## config.mk

```make
export PLATFORM = sky130hd
export DESIGN_NAME = instr_fetch_unit
export DESIGN_NICKNAME = d
export VERILOG_FILES = /design/src/rtl/instr_fetch_unit_pkg.sv /design/src/rtl/instr_fetch_unit_pc_register.sv /design/src/rtl/instr_fetch_unit.sv
export SDC_FILE = /design/constraint.sdc
export NUM_CORES = 1
export LEC_CHECK = 0
export ABC_AREA = 1
export CORE_MARGIN = 2
export CORE_UTILIZATION = 40
export DETAILED_ROUTE_END_ITERATION = 6
export GPL_ROUTABILITY_DRIVEN = 0
export PLACE_DENSITY = 0.81
export SLEW_MARGIN = 15
export SYNTH_ARGS = -nofsm -noshare
export SYNTH_HDL_FRONTEND = slang
export SYNTH_SLANG_ARGS = --single-unit
```

## constraint.sdc

```tcl
create_clock -name i_clk -period 4.8 [get_ports i_clk]
set_clock_uncertainty 0.2 [all_clocks]
set_input_delay 0.72 -clock i_clk [delete_from_list [all_inputs] [get_ports i_clk]]
set_output_delay 0.72 -clock i_clk [all_outputs]
set_load 0.005 [all_outputs]
```

## src/rtl/instr_fetch_unit_pkg.sv

```systemverilog
// Shared definitions for the instruction fetch unit: word width, reset PC,
// halt opcode and the fetch FSM state encoding.
package instr_fetch_unit_pkg;

    localparam int unsigned WORD_W          = 32;
    localparam logic [31:0] DEF_RESET_PC    = 32'h0000_0000;
    localparam logic [5:0]  DEF_HALT_OPCODE = 6'b111111;

    typedef enum logic [2:0] {
        StIdle  = 3'd0,
        StReq   = 3'd1,
        StWait  = 3'd2,
        StIssue = 3'd3,
        StHalt  = 3'd4
    } fetch_state_e;

    // Increment that sticks at all-ones instead of wrapping
    function automatic logic [WORD_W-1:0] sat_inc(input logic [WORD_W-1:0] val);
        return (val == {WORD_W{1'b1}}) ? val : val + 1'b1;
    endfunction

endpackage

```

## src/rtl/instr_fetch_unit_pc_register.sv

```systemverilog
// Architectural PC register: loads a word-aligned copy of its input when
// enabled, returns to the reset PC on reset.
module instr_fetch_unit_pc_register
    import instr_fetch_unit_pkg::*;
#(
    parameter logic [WORD_W-1:0] RESET_PC = DEF_RESET_PC
) (
    input  logic              i_clk,
    input  logic              i_rst,
    input  logic              i_load,
    input  logic [WORD_W-1:0] i_d,
    output logic [WORD_W-1:0] o_q
);

    logic [WORD_W-1:0] r_pc;

    // Hold the PC; low two bits are always forced to zero on load
    always_ff @(posedge i_clk or posedge i_rst) begin
        if (i_rst) begin
            r_pc <= RESET_PC;
        end else if (i_load) begin
            r_pc <= i_d & ~{{(WORD_W-2){1'b0}}, 2'b11};
        end
    end

    assign o_q = r_pc;

endmodule

```

## src/rtl/instr_fetch_unit.sv

```systemverilog
// Instruction fetch unit: requests the word at pc, latches it, presents it to
// decode/execute and moves to the resolved next_pc once execution retires it.
module instr_fetch_unit
    import instr_fetch_unit_pkg::*;
#(
    parameter logic [WORD_W-1:0] RESET_PC    = DEF_RESET_PC,
    parameter logic [5:0]        HALT_OPCODE = DEF_HALT_OPCODE
) (
    input  logic              i_clk,
    input  logic              i_rst,
    input  logic              i_start,
    output logic              o_imem_req,
    output logic [WORD_W-1:0] o_imem_addr,
    input  logic              i_imem_ready,
    input  logic              i_imem_rvalid,
    input  logic [WORD_W-1:0] i_imem_rdata,
    output logic [WORD_W-1:0] o_pc,
    output logic [WORD_W-1:0] o_instr,
    output logic              o_instr_valid,
    input  logic [WORD_W-1:0] i_next_pc,
    input  logic              i_exec_done,
    output logic              o_halted,
    output logic              o_align_err,
    output logic [WORD_W-1:0] o_fetch_count
);

    fetch_state_e      r_state;
    logic              r_imem_req;
    logic [WORD_W-1:0] r_instr;
    logic              r_instr_valid;
    logic              r_halted;
    logic              r_align_err;
    logic [WORD_W-1:0] r_fetch_count;

    logic              w_pc_load;
    logic [WORD_W-1:0] w_pc;

    // Retirement in ISSUE is the only event that moves the PC
    assign w_pc_load = (r_state == StIssue) && i_exec_done;

    instr_fetch_unit_pc_register #(
        .RESET_PC (RESET_PC)
    ) u_pc_register (
        .i_clk  (i_clk),
        .i_rst  (i_rst),
        .i_load (w_pc_load),
        .i_d    (i_next_pc),
        .o_q    (w_pc)
    );

    // Fetch FSM with registered request/valid/halt outputs, instr latch and counter
    always_ff @(posedge i_clk or posedge i_rst) begin
        if (i_rst) begin
            r_state       <= StIdle;
            r_imem_req    <= 1'b0;
            r_instr       <= '0;
            r_instr_valid <= 1'b0;
            r_halted      <= 1'b0;
            r_align_err   <= 1'b0;
            r_fetch_count <= '0;
        end else begin
            case (r_state)
                StIdle: begin
                    if (i_start) begin
                        r_state    <= StReq;
                        r_imem_req <= 1'b1;
                    end
                end
                StReq: begin
                    if (i_imem_ready) begin
                        r_state    <= StWait;
                        r_imem_req <= 1'b0;
                    end
                end
                StWait: begin
                    if (i_imem_rvalid) begin
                        r_instr       <= i_imem_rdata;
                        r_fetch_count <= sat_inc(r_fetch_count);
                        if (i_imem_rdata[31:26] == HALT_OPCODE) begin
                            r_state  <= StHalt;
                            r_halted <= 1'b1;
                        end else begin
                            r_state       <= StIssue;
                            r_instr_valid <= 1'b1;
                        end
                    end
                end
                StIssue: begin
                    if (i_exec_done) begin
                        r_state       <= StReq;
                        r_imem_req    <= 1'b1;
                        r_instr_valid <= 1'b0;
                        r_align_err   <= r_align_err | (|i_next_pc[1:0]);
                    end
                end
                StHalt: begin
                    // Terminal until reset
                    r_state <= StHalt;
                end
                default: begin
                    r_state       <= StIdle;
                    r_imem_req    <= 1'b0;
                    r_instr_valid <= 1'b0;
                end
            endcase
        end
    end

    assign o_imem_req    = r_imem_req;
    assign o_imem_addr   = w_pc;
    assign o_pc          = w_pc;
    assign o_instr       = r_instr;
    assign o_instr_valid = r_instr_valid;
    assign o_halted      = r_halted;
    assign o_align_err   = r_align_err;
    assign o_fetch_count = r_fetch_count;

endmodule

```

* Word level (Yosys, flattened, before mapping)
Cells that the tools add are included.
** Storage, ports and cells
- Output and inout bits :: 132
- Bits in registers :: 101
- Bits of input ports :: 70
** Cells by class
- Bitwise logic cells :: 4
- Reductions and logical operators :: 12
- Add/sub/neg operators :: 1
- Mux-type cells :: 14
- Equal/unequal tests :: 11
** Operators with widths (count)
- 32-bit by 1-bit adder with 32-bit output (second input constant) :: 1
- 32-bit == test (second input constant) :: 1
- 3-bit 2-to-1 mux :: 5
- 3-bit one-hot mux with 5 select lines :: 1
- 4-bit AND reduction :: 3
- 2-bit != test (second input constant) :: 5
- 3-bit by 2-bit == test with 1-bit output (second input constant) :: 2
- 6-bit == test (second input constant) :: 1
- 1-bit 2-to-1 mux :: 6
- 3-bit AND reduction :: 2
- 1-bit one-hot mux with 4 select lines :: 1
- 2-bit AND reduction :: 2
- 2-bit OR reduction :: 2
- 3-bit by 1-bit == test with 1-bit output (second input constant) :: 1
- 3-bit == test (second input constant) :: 1
- 3-bit zero test :: 1
- 1-bit NOT :: 3
- 1-bit one-hot mux with 3 select lines :: 1
- 3-bit OR reduction :: 1
- 1-bit logical AND :: 1
- 1-bit bitwise OR :: 1

* Logic depth before layout (Yosys ltp)
- Depth in word-level cells :: 4
- Gate-level depth with buffers :: 11
- Gate-level depth less buffers :: 10

* By module
A second synthesis with hierarchy kept.
** Unflattened totals
- Cell total of the unflattened synthesis :: 699
- Area, all modules :: 5190.0 um^2
** By module, submodules not included
- instr_fetch_unit :: area an instance 4045.1 um^2, seq. area each 1776.7 um^2, cells each 568, times used 1
- instr_fetch_unit_pc_register :: area an instance 1144.8 um^2, seq. area each 750.7 um^2, cells each 131, times used 1

* Worst setup path before layout
No wires, ideal clock.
- Path type :: register -> register
- Start :: register r_fetch_count[0], in the netlist o_fetch_count[0]
- End :: register r_fetch_count[11], in the netlist o_fetch_count[11]
- Buffers on the path :: 1
- Setup time :: 0.116 ns
- Setup slack :: 2.981 ns
- Data arrival time :: 1.503 ns
- Cell stages (with the launch flop) :: 12
- Required time :: 4.484 ns
- Clock period less this slack :: 1.819 ns
- Cells stage by stage :: dfrtp_1 > ha_1 > nand2_2 > nor2_4 > nand2_4 > nor2_4 > nand2_4 > nand2_4 > inv_4 > buf_6 > nand2_1 > nand2_1
** Between the ends
- Longest elaborated chain between the ends :: 3
** RTL lines
- from (decl) :: line instr_fetch_unit.sv:33 : logic [WORD_W-1:0] r_fetch_count;
- from (signal assigned) :: line instr_fetch_unit.sv:78 : r_fetch_count <= sat_inc(r_fetch_count);
- branches (longest 3 deep; another with 32-bit by 1-bit adder with 32-bit output)
Parallel ways; which one is timed is not known.
A chain may end at the register's enable or synchronous reset.

* Worst setup path in the final report
- Start :: register r_fetch_count[21], in the netlist o_fetch_count[21]
- End :: output o_fetch_count[21]
** RTL lines
- to (decl) :: line instr_fetch_unit.sv:24 : output logic [WORD_W-1:0] o_fetch_count
No word-level cell between the ends.

==> metrics.cfg <==
[outcome]
run_status = finished, final reports clean

[layout]
n_antenna_cell = 0
drive_above_1_share_pct = 7.74
layout_common_cells = nand2_1, clkdlybuf4s50_1, dfrtp_1
layout_commonest_cell = nand2_1
fin_cells = 986
area_growth_pct = 42.4
final_cell_area_mm2 = 0.00735
nets = 880

[routing]
routedWlPerCell_um = 13.5
first_pass_iters = 6
via_per_inst = 4.63
first_iter_violations = 216
antenna_left = 0
route.met2.wl_um = 6530
maxUsedRoutingLayer = met4
via_count = 4567
m1WireLength_um = 5550
met3_length_um = 881
drc = 0
wirelength_um = 13300

[clock_tree]
clk_latency_ns = 0.35
cts_resized = 0
cts.sinks = 101
htreeDepth = 3
cts_hold_buf = 0
cts_root_buf = clkbuf_16
post_cts_buffers = 0
clk_pin_slew_ns = 0.07
cts_buffer_depth = 2
cts_tree = done
cts_made_buffers = 9

[die]
rows = 41
die_w_um = 118
core_mm2 = 0.0126
dieArea_mm2 = 0.0138
pin_count = 202
die_h_um = 118
initial_core_util_pct = 40.9

[synth]
syn_area_mm2 = 0.00516
synth-main-ff-cell = dfrtp_1
ys_types = 29
ys_warn_count = 0
synth-edff-count = 0
synth_largest_area_cell = dfrtp_1
async_reset_ff_share_pct = 100
syn-mean-instance-area_um2 = 8.01
yosysSeqAreaShare_pct = 49.0
netlist_instances = 644
synthTopCellsByArea = dfrtp_1, nand2_1, mux2_2
ys_ff_latch = 101
synth_top_area_share_pct = 49.0

[setup_path]
r2r_setup_slack_ns = 2.49
worstPathCellList = clkdlybuf4s50_1
cp-end-kind = primary output
max_stage_delay_ns = 0.59
crit_family = buffers and inverters
critical_path_class = flop to primary output
cp-start-kind = flop
path_buf_inv = 1
critPathMaxFanout = 7
arrival_ns = 1.45
ff2ff_path_depth = 10
cp.required_ns = 3.88
r2r-end = o_fetch_count[11]
crit_cells = 1
critPathSlowestCell = clkdlybuf4s50_1
r2r-start = o_fetch_count[0]

[run]
maxCapViolations = 0

[sta]
fin_crit_sh_pct = 49.5
slew_viol_final = 0
slew_headroom_pct = 38.7
worst_slew_pin_slew_ns = 0.919
final-setup-viol-count = 0
rsz0062_at_grt = false
max_freq_ghz = 0.421
period_needed_ns = 2.37
fin_tns_setup_ns = 0
hold_viol = 0

[placed_design]
place_hpwl_um = 10100
io_buffers = 197
dp.cells = 970
post_dp_cell_area_mm2 = 0.00704

[grt]
grt_pass1_wl_um = 21800
grt_use_total_pct = 19.5
antenna_found_initial = 0
grt_pass1_vias = 4463
grt_max_degree = 77
grt_overflow = 0

[power]
p_leak_nw = 3.41
cellPowerDensity_mw_per_mm2 = 492
ir_worst_vdd_uv = 345
power_mw = 3.61

[hold_path]
hold_class = flop to flop
hp-start = o_instr[13]
holdPathEnd = o_instr[13]
min_path_cells = 2

==> layer usage <==
metal,up-vias,track usage (%)
met3,22,6.01
li1,2279,-
met4,0,7.53
met2,152,32.3
met1,2114,23.8
met5,-,0
==> metrics by stage <==
step	setup WS, ns	utilization (%)	hold slack (ns)
6_report	2.43	58.2	0.271
5_1_grt	2.31	58.2	0.296
4_1_cts	2.43	58.2	0.276
3_5_place_dp	2.19	55.8	0.257
3_3_place_gp	2.23	55.8	0.253
2_1_floorplan	1.23	-	0.264
==> cells in the mapped netlist (4+ instances only) <==
cell      instances
nor2_1           59
o21ai_0           5
clkbuf_1          6
buf_4            36
buf_2             4
xor2_1            9
dfrtp_1         101
mux2_2           30
inv_1            39
nand3_1          21
nand4_1           6
xnor2_1           5
nand2_1         295
==> cells by family (layout without fill, tap and decap cells) <==
kind of cell | count (synthesis) | in the layout | share of synthesized area, %
buffers and inverters | 92 | 259 | 9.89
adder cells (fa/ha/maj) | 1 | 1 | 0.242
flip-flops | 101 | 101 | 49.0
multiplexers | 30 | 30 | 6.55
other | 1 | 4 | 0.0727
AO/OA/AOI/OAI | 13 | 13 | 1.45
AND/OR/NAND/NOR | 392 | 392 | 30.4
XOR/XNOR | 14 | 14 | 2.38
==> flip-flops by register name (all words and copies together) (netlist names) <==
register,flops
o_imem_req,1
o_instr,32
o_halted,1
o_fetch_count,32
u_pc_register.o_q,30
o_instr_valid,1
r_state,3
o_align_err,1
==> area by class of cell <==
cell class,instances,area [um2]
flip-flops and latches,101,2530
well taps,172,215
repair buffers,200,1990
clock buffers,9,225
fillers,1130,5270
clock inverters,7,80.1
multi-input cells,454,2140
inverters,43,166
==> how the worst max path moves through the flow <==
| stage | startpoint | endpoint | slack [ns] |
|---|---|---|---|
| 6_report | o_fetch_count[21] | o_fetch_count[21] | 2.43 |
| 3_5_place_dp | i_imem_rvalid | o_fetch_count[11] | 2.19 |
| 4_1_cts | o_fetch_count[21] | o_fetch_count[21] | 2.43 |
| 3_3_place_gp | i_imem_rvalid | o_fetch_count[21] | 2.23 |
| 5_1_grt | o_fetch_count[0] | o_fetch_count[21] | 2.31 |
| 2_1_floorplan | i_rst | o_align_err | 1.23 |
==> power breakdown <==
part           leakage (nW)  switching [mW]  internal [mW]
logic                  1.97           0.562          0.952
clock network         0.148           0.335          0.412
registers              1.29           0.209           1.14
total                  3.41            1.11           2.51
No activity file was read; power rests on OpenSTA's default activity.
==> patch 1, RTL diff (config.mk and constraints unchanged) <==
Change the package constant `WORD_W` from 32 to 48.
--- a/src/rtl/instr_fetch_unit_pkg.sv
+++ b/src/rtl/instr_fetch_unit_pkg.sv
@@ -3,5 +3,5 @@
 package instr_fetch_unit_pkg;
 
-    localparam int unsigned WORD_W          = 32;
+    localparam int unsigned WORD_W          = 48;
     localparam logic [31:0] DEF_RESET_PC    = 32'h0000_0000;
     localparam logic [5:0]  DEF_HALT_OPCODE = 6'b111111;
Ports: changed (6 resized); port bits go from 202 to 298. The function was not compared with the original's and may differ.
==> patch 1 against the original RTL <==
- setup slack worse by 0.18 ns
- critical path depth is 9 higher
- sequential cell count is 48 higher
- first-iteration DRC count is 120% higher
- worst hold slack worse by 0.0027 ns
- register-to-register slack worse by 0.25 ns
- non-clock buffer count is 99 higher
- cell area is 50% higher
- synthesized area is 48% higher
- maximum frequency is 7.2% lower
- wire length is 63% higher
- total power is 56% higher
==> patch 1: results (changes against the original RTL) <==
- Outcome: completed
- The wire length per cell came to 15.1 um (+12%).
- Number of nets in the final layout: 1285 (+46%)
- The cell area after placement is 10400 sq um (+48%).
- Average vias per placed instance: 4.77 (+2.9%)
- IR drop worst, VDD: 0.326 mV (-5.4%)
* CP Max Fanout: 39 (+32)
- Slowest cell on the critical path: buf_4
* Storage element area: 3730 sq um (+48%)
* Post-synth cell types: 34 (+17%)
- Starting DRT DRC Count: 485 (+120%)
- Number of H-tree levels: 4 (+1)
- The proportion of cell area spent on the clock network is 5.56% (+1.4 points).
* Non-clk invs: 46 (+7.0%)
- The number of global-route vias before repair came to 6454 (+45%).
- Area used by multi-input combinational logic: 3200 sq um (+50%)
- Commonest cells post-synth: 446 x nand2_1, 149 x dfrtp_1, 71 x nor2_1
- The peak per-stage delay on the critical path was 0.46 ns (-0.13 ns).
* Clk Latency, worst-skew pair: 0.42 ns (+0.07 ns)
- Fraction of layout cells with a size suffix above 1: 8.87% (+1.1 points)
* Cell types with the largest area share after synthesis: dfrtp_1 49%, nand2_1 22%, mux2_2 6.8%
- Non-clock buffer count: 299 (+50%)
* Vias: 6813 (+49%)
- Leakage power figure: 0.00505 uW (+48%)
- The worst max-slew margin expressed relative to the limit was 28.5% (-10 points).
- Number of combinational gates with multiple inputs: 669 (+47%)
* Number of fill cells in the layout: 1639 (+45%)
- Non-clock buffering overhead: 27.4% (+0.21 points)
* Placement Setup Slack: 1.93 ns (-0.267 ns)
- Among cell families on the critical path, the largest total delay comes from simple AND/OR/NAND/NOR gates.
- The number of flip-flops and latches in the synthesized netlist came to 149 (+48%).
* Pre-antenna DRT Iters: 5 (-1)
- Global-route total usage across every layer: 21.0% (+1.5 points)
- The placed wire-length estimate came to 16.0 mm (+59%).
-- patch 1: changes by cell type after synthesis, sizes merged, moves of 2 or more --
cell    before  now
buf         43   68
nand3b       1   10
xor2         9   12
mux2        30   46
nand3       21   23
inv         43   45
dfrtp      101  149
clkbuf       6    8
nand2      299  450
nor2        64   82
nor3         1    3
nand4        6   18
-- patch 1: cells by family after synthesis --
group / share of synthesized area, %
muxes: 6.80
and+or+nand+nor: 31.6
xor gates and xnor gates: 2.07
DFF: 48.9
adders and majority gates: 0.164
AOI/OAI and AO/OA: 1.05
buffers and inverters: 9.34
other: 0.0492
-- patch 1: power by group --
part / switching [uW] / internal [uW] / total [uW]
logic: 842 / 1420 / 2260
clock network: 597 / 793 / 1390
registers: 313 / 1680 / 2000
-- patch 1: per-layer routing --
metal | vias up | GRT usage [%] | wire, um
met5 | - | 0 | 0
met4 | 0 | 6.00 | 241
met3 | 13 | 5.62 | 1510
met2 | 244 | 35.0 | 10700
met1 | 3202 | 26.9 | 9130
li1 | 3354 | - | -
-- patch 1: final timing paths --
path	start	end	slack, ns	cells past startpoint
worst max-delay path	o_fetch_count[1]$_DFFE_PP0P_	o_fetch_count[19]$_DFFE_PP0P_	2.24	10
worst min-delay path	o_instr[34]$_DFFE_PP0P_	o_instr[34]$_DFFE_PP0P_	0.27	2
worst max register to register	o_fetch_count[1]$_DFFE_PP0P_	o_fetch_count[19]$_DFFE_PP0P_	2.24	10
worst min register to register	o_instr[34]$_DFFE_PP0P_	o_instr[34]$_DFFE_PP0P_	0.27	2
max in group asynchronous	i_rst	o_instr[36]$_DFFE_PP0P_	3.31	3
min in group asynchronous	i_rst	o_fetch_count[44]$_DFFE_PP0P_	0.46	2
==> patch 2, RTL diff (config.mk and constraints unchanged) <==
Without the edit above. Re-encode `fetch_state_e` (5 states) as one-hot, 5 bits wide.
--- a/src/rtl/instr_fetch_unit_pkg.sv
+++ b/src/rtl/instr_fetch_unit_pkg.sv
@@ -7,10 +7,10 @@
     localparam logic [5:0]  DEF_HALT_OPCODE = 6'b111111;
 
-    typedef enum logic [2:0] {
-        StIdle  = 3'd0,
-        StReq   = 3'd1,
-        StWait  = 3'd2,
-        StIssue = 3'd3,
-        StHalt  = 3'd4
+    typedef enum logic [4:0] {
+        StIdle  = 5'b00001,
+        StReq   = 5'b00010,
+        StWait  = 5'b00100,
+        StIssue = 5'b01000,
+        StHalt  = 5'b10000
     } fetch_state_e;
 
Function: same outputs for any inputs over 10 cycles, from zero or initial values and one cycle with i_rst high; not proved beyond that.
==> patch 2 against the original RTL <==
- cell area up 1.0%
- final cell count up 6.3%
- worst hold slack worse by 0.0027 ns
- sequential cell count up 2
- synthesized area up 2.0%
- setup slack worse by 0.26 ns
- total power down 11%
- wire length up 2.4%
- largest cell class unchanged
==> patch 2: results (changes against the original RTL) <==
- The number of cells on the worst hold path was 2 (unchanged).
* Leakage power figure: 0.00359 uW (+5.2%)
- The fraction of layout cells with a size suffix above 1 is 3.77% (-4.0 points).
- The worst register-to-register path ends at o_fetch_count[0]$_DFFE_PP0P_.
* Clock buffer count from CTS: 9 (unchanged)
- Number of H-tree levels: 3 (unchanged)
- Hpwl dp: 10.2 mm (+1.5%)
- Most used flip-flop cell after synthesis: dfrtp_1
* Max Buffers Root-to-Sink: 2 (unchanged)
- Part of the Yosys area used for sequential elements: 49.0% (about the same)
- The net count reported at finish was 942 (+7.0%).
- The count of inserted antenna diode cells came to 0 (unchanged).
* Via count of the first global-routing pass: 4549 (+1.9%)
- Origin of the critical flop-to-flop path: r_state[3]$_DFFE_PP0P_
- The maximum VDD drop is 0.275 mV (-20%).
- The highest fanout seen on the critical path came to 38 (+31).
- Number of buffer cells added on primary ports: 197 (unchanged)
- Clock-pin slew on the worst setup and hold paths: 0.07 ns (about the same)
- WHS Endpoint: o_instr[20]$_DFFE_PP0P_
* Pin count of the biggest net entering global routing: 88 (+14%)
* Vias: 4826 (+5.7%)
* Starting DRT DRC Count: 270 (+25%)
- The total setup buffers inserted after CTS came to 0 (unchanged).
* Post-synth cell types: 31 (+6.9%)
- Endpoint arrival time on the critical path: 2.72 ns (+1.27 ns)
* Wire length of the first global-routing pass: 22.9 mm (+4.8%)
* Cell types with the largest area share after synthesis: dfrtp_1 48%, nand2_1 28%, buf_4 5.4%
* Cell area after placement: 7120 sq um (+1.1%)
* Number of cells on the worst reg-to-reg path: 9 (-1)
* Quantity of gates resized following cts: 0 (unchanged)
- Pre-antenna DRT Iters: 4 (-2)
- Commonest cells post-synth: 393 x nand2_1, 102 x dfrtp_1, 58 x nor2_1
* Syn. warnings: 0 (unchanged)
- Setup slack of the worst register-to-register path: 2.24 ns (-0.25 ns)
- The initial antenna violation count was 0 (unchanged).
- Outcome: completed
* Headroom to the max-slew limit: 39.4% (+0.74 points)
- The total global-route track usage came to 20.2% (+0.72 points).
- Share of synthesized flip-flops with an asynchronous set or reset: 100% (unchanged)
* Routed length per instance: 13.0 um (-3.7%)
* Hold path startpoint: o_instr[20]$_DFFE_PP0P_
- Clk Latency, worst-skew pair: 0.34 ns
-- patch 2: cell types whose count changed in the layout (fill, tap and decap cells not counted), sizes merged, moves of 3 or more --
cell | unedited run | this run
mux2 | 30 | 0
nand2 | 299 | 397
nand3b | 1 | 4
inv | 46 | 34
-- patch 2: cells by family after synthesis --
kind of cell | synth area share (%)
adder cells (fa/ha/maj) | 0.238
flip-flops | 49.0
AND/OR/NAND/NOR | 38.1
XOR/XNOR | 2.33
buffers and inverters | 9.32
other | 0.0712
AO/OA/AOI/OAI | 0.974
-- patch 2: worst max-delay path by stage --
stage                                 startpoint                            end
final                              i_imem_rvalid   o_fetch_count[0]$_DFFE_PP0P_
after global routing      r_state[3]$_DFFE_PP0P_  o_fetch_count[14]$_DFFE_PP0P_
after CTS                          i_imem_rvalid   o_fetch_count[0]$_DFFE_PP0P_
after detailed placement           i_imem_rvalid   o_fetch_count[0]$_DFFE_PP0P_
after global placement             i_imem_rvalid         o_instr[6]$_DFFE_PP0P_
after floorplan                            i_rst        o_align_err$_DFFE_PP0P_
-- patch 2: final cells by class --
cell class              count  area [sq um]
flip-flops and latches    103          2580
well taps                 172           215
clock inverters             5          57.6
inverters                  34           135
clock buffers              11           243
repair buffers            199          1990
fillers                  1184          5300
multi-input cells         524          2210
-- patch 2: where the power goes --
part / internal, uW / total [uW] / switching, uW
registers: 1130 / 1320 / 187
clock network: 418 / 737 / 319
logic: 728 / 1150 / 421
total: 2270 / 3200 / 926
-- patch 2: critical path, stage by stage --
cell and delay (ns):
clkdlybuf4s50_1 0.45, inv_1 0.07, nor2_4 0.70, nand2_8 0.26
inv_4 0.31, nand2_1 0.10, nand2_1 0.07
-- patch 2: stage by stage --
step | instances | hold WS (ns) | total power [uW] | util [%] | setup WS [ns]
3_3_place_gp | 1032 | 0.255 | 2450 | 56.0 | 1.82
4_1_cts | 1048 | 0.275 | 3240 | 58.3 | 2.16
5_1_grt | 1048 | 0.292 | 3400 | 58.3 | 1.91
2_1_floorplan | 713 | 0.264 | 1780 | - | 1.18
6_report | 1048 | 0.268 | 3200 | 58.3 | 2.17
3_5_place_dp | 1032 | 0.258 | 2490 | 56.0 | 1.79
-- patch 2: layer usage --
metal | global-route usage (%) | wire (um) | vias up
met5 | 0 | 0 | -
met4 | 6.85 | 212 | 0
met3 | 4.54 | 980 | 14
met2 | 32.7 | 6550 | 158
met1 | 26.8 | 5860 | 2220
li1 | - | - | 2434
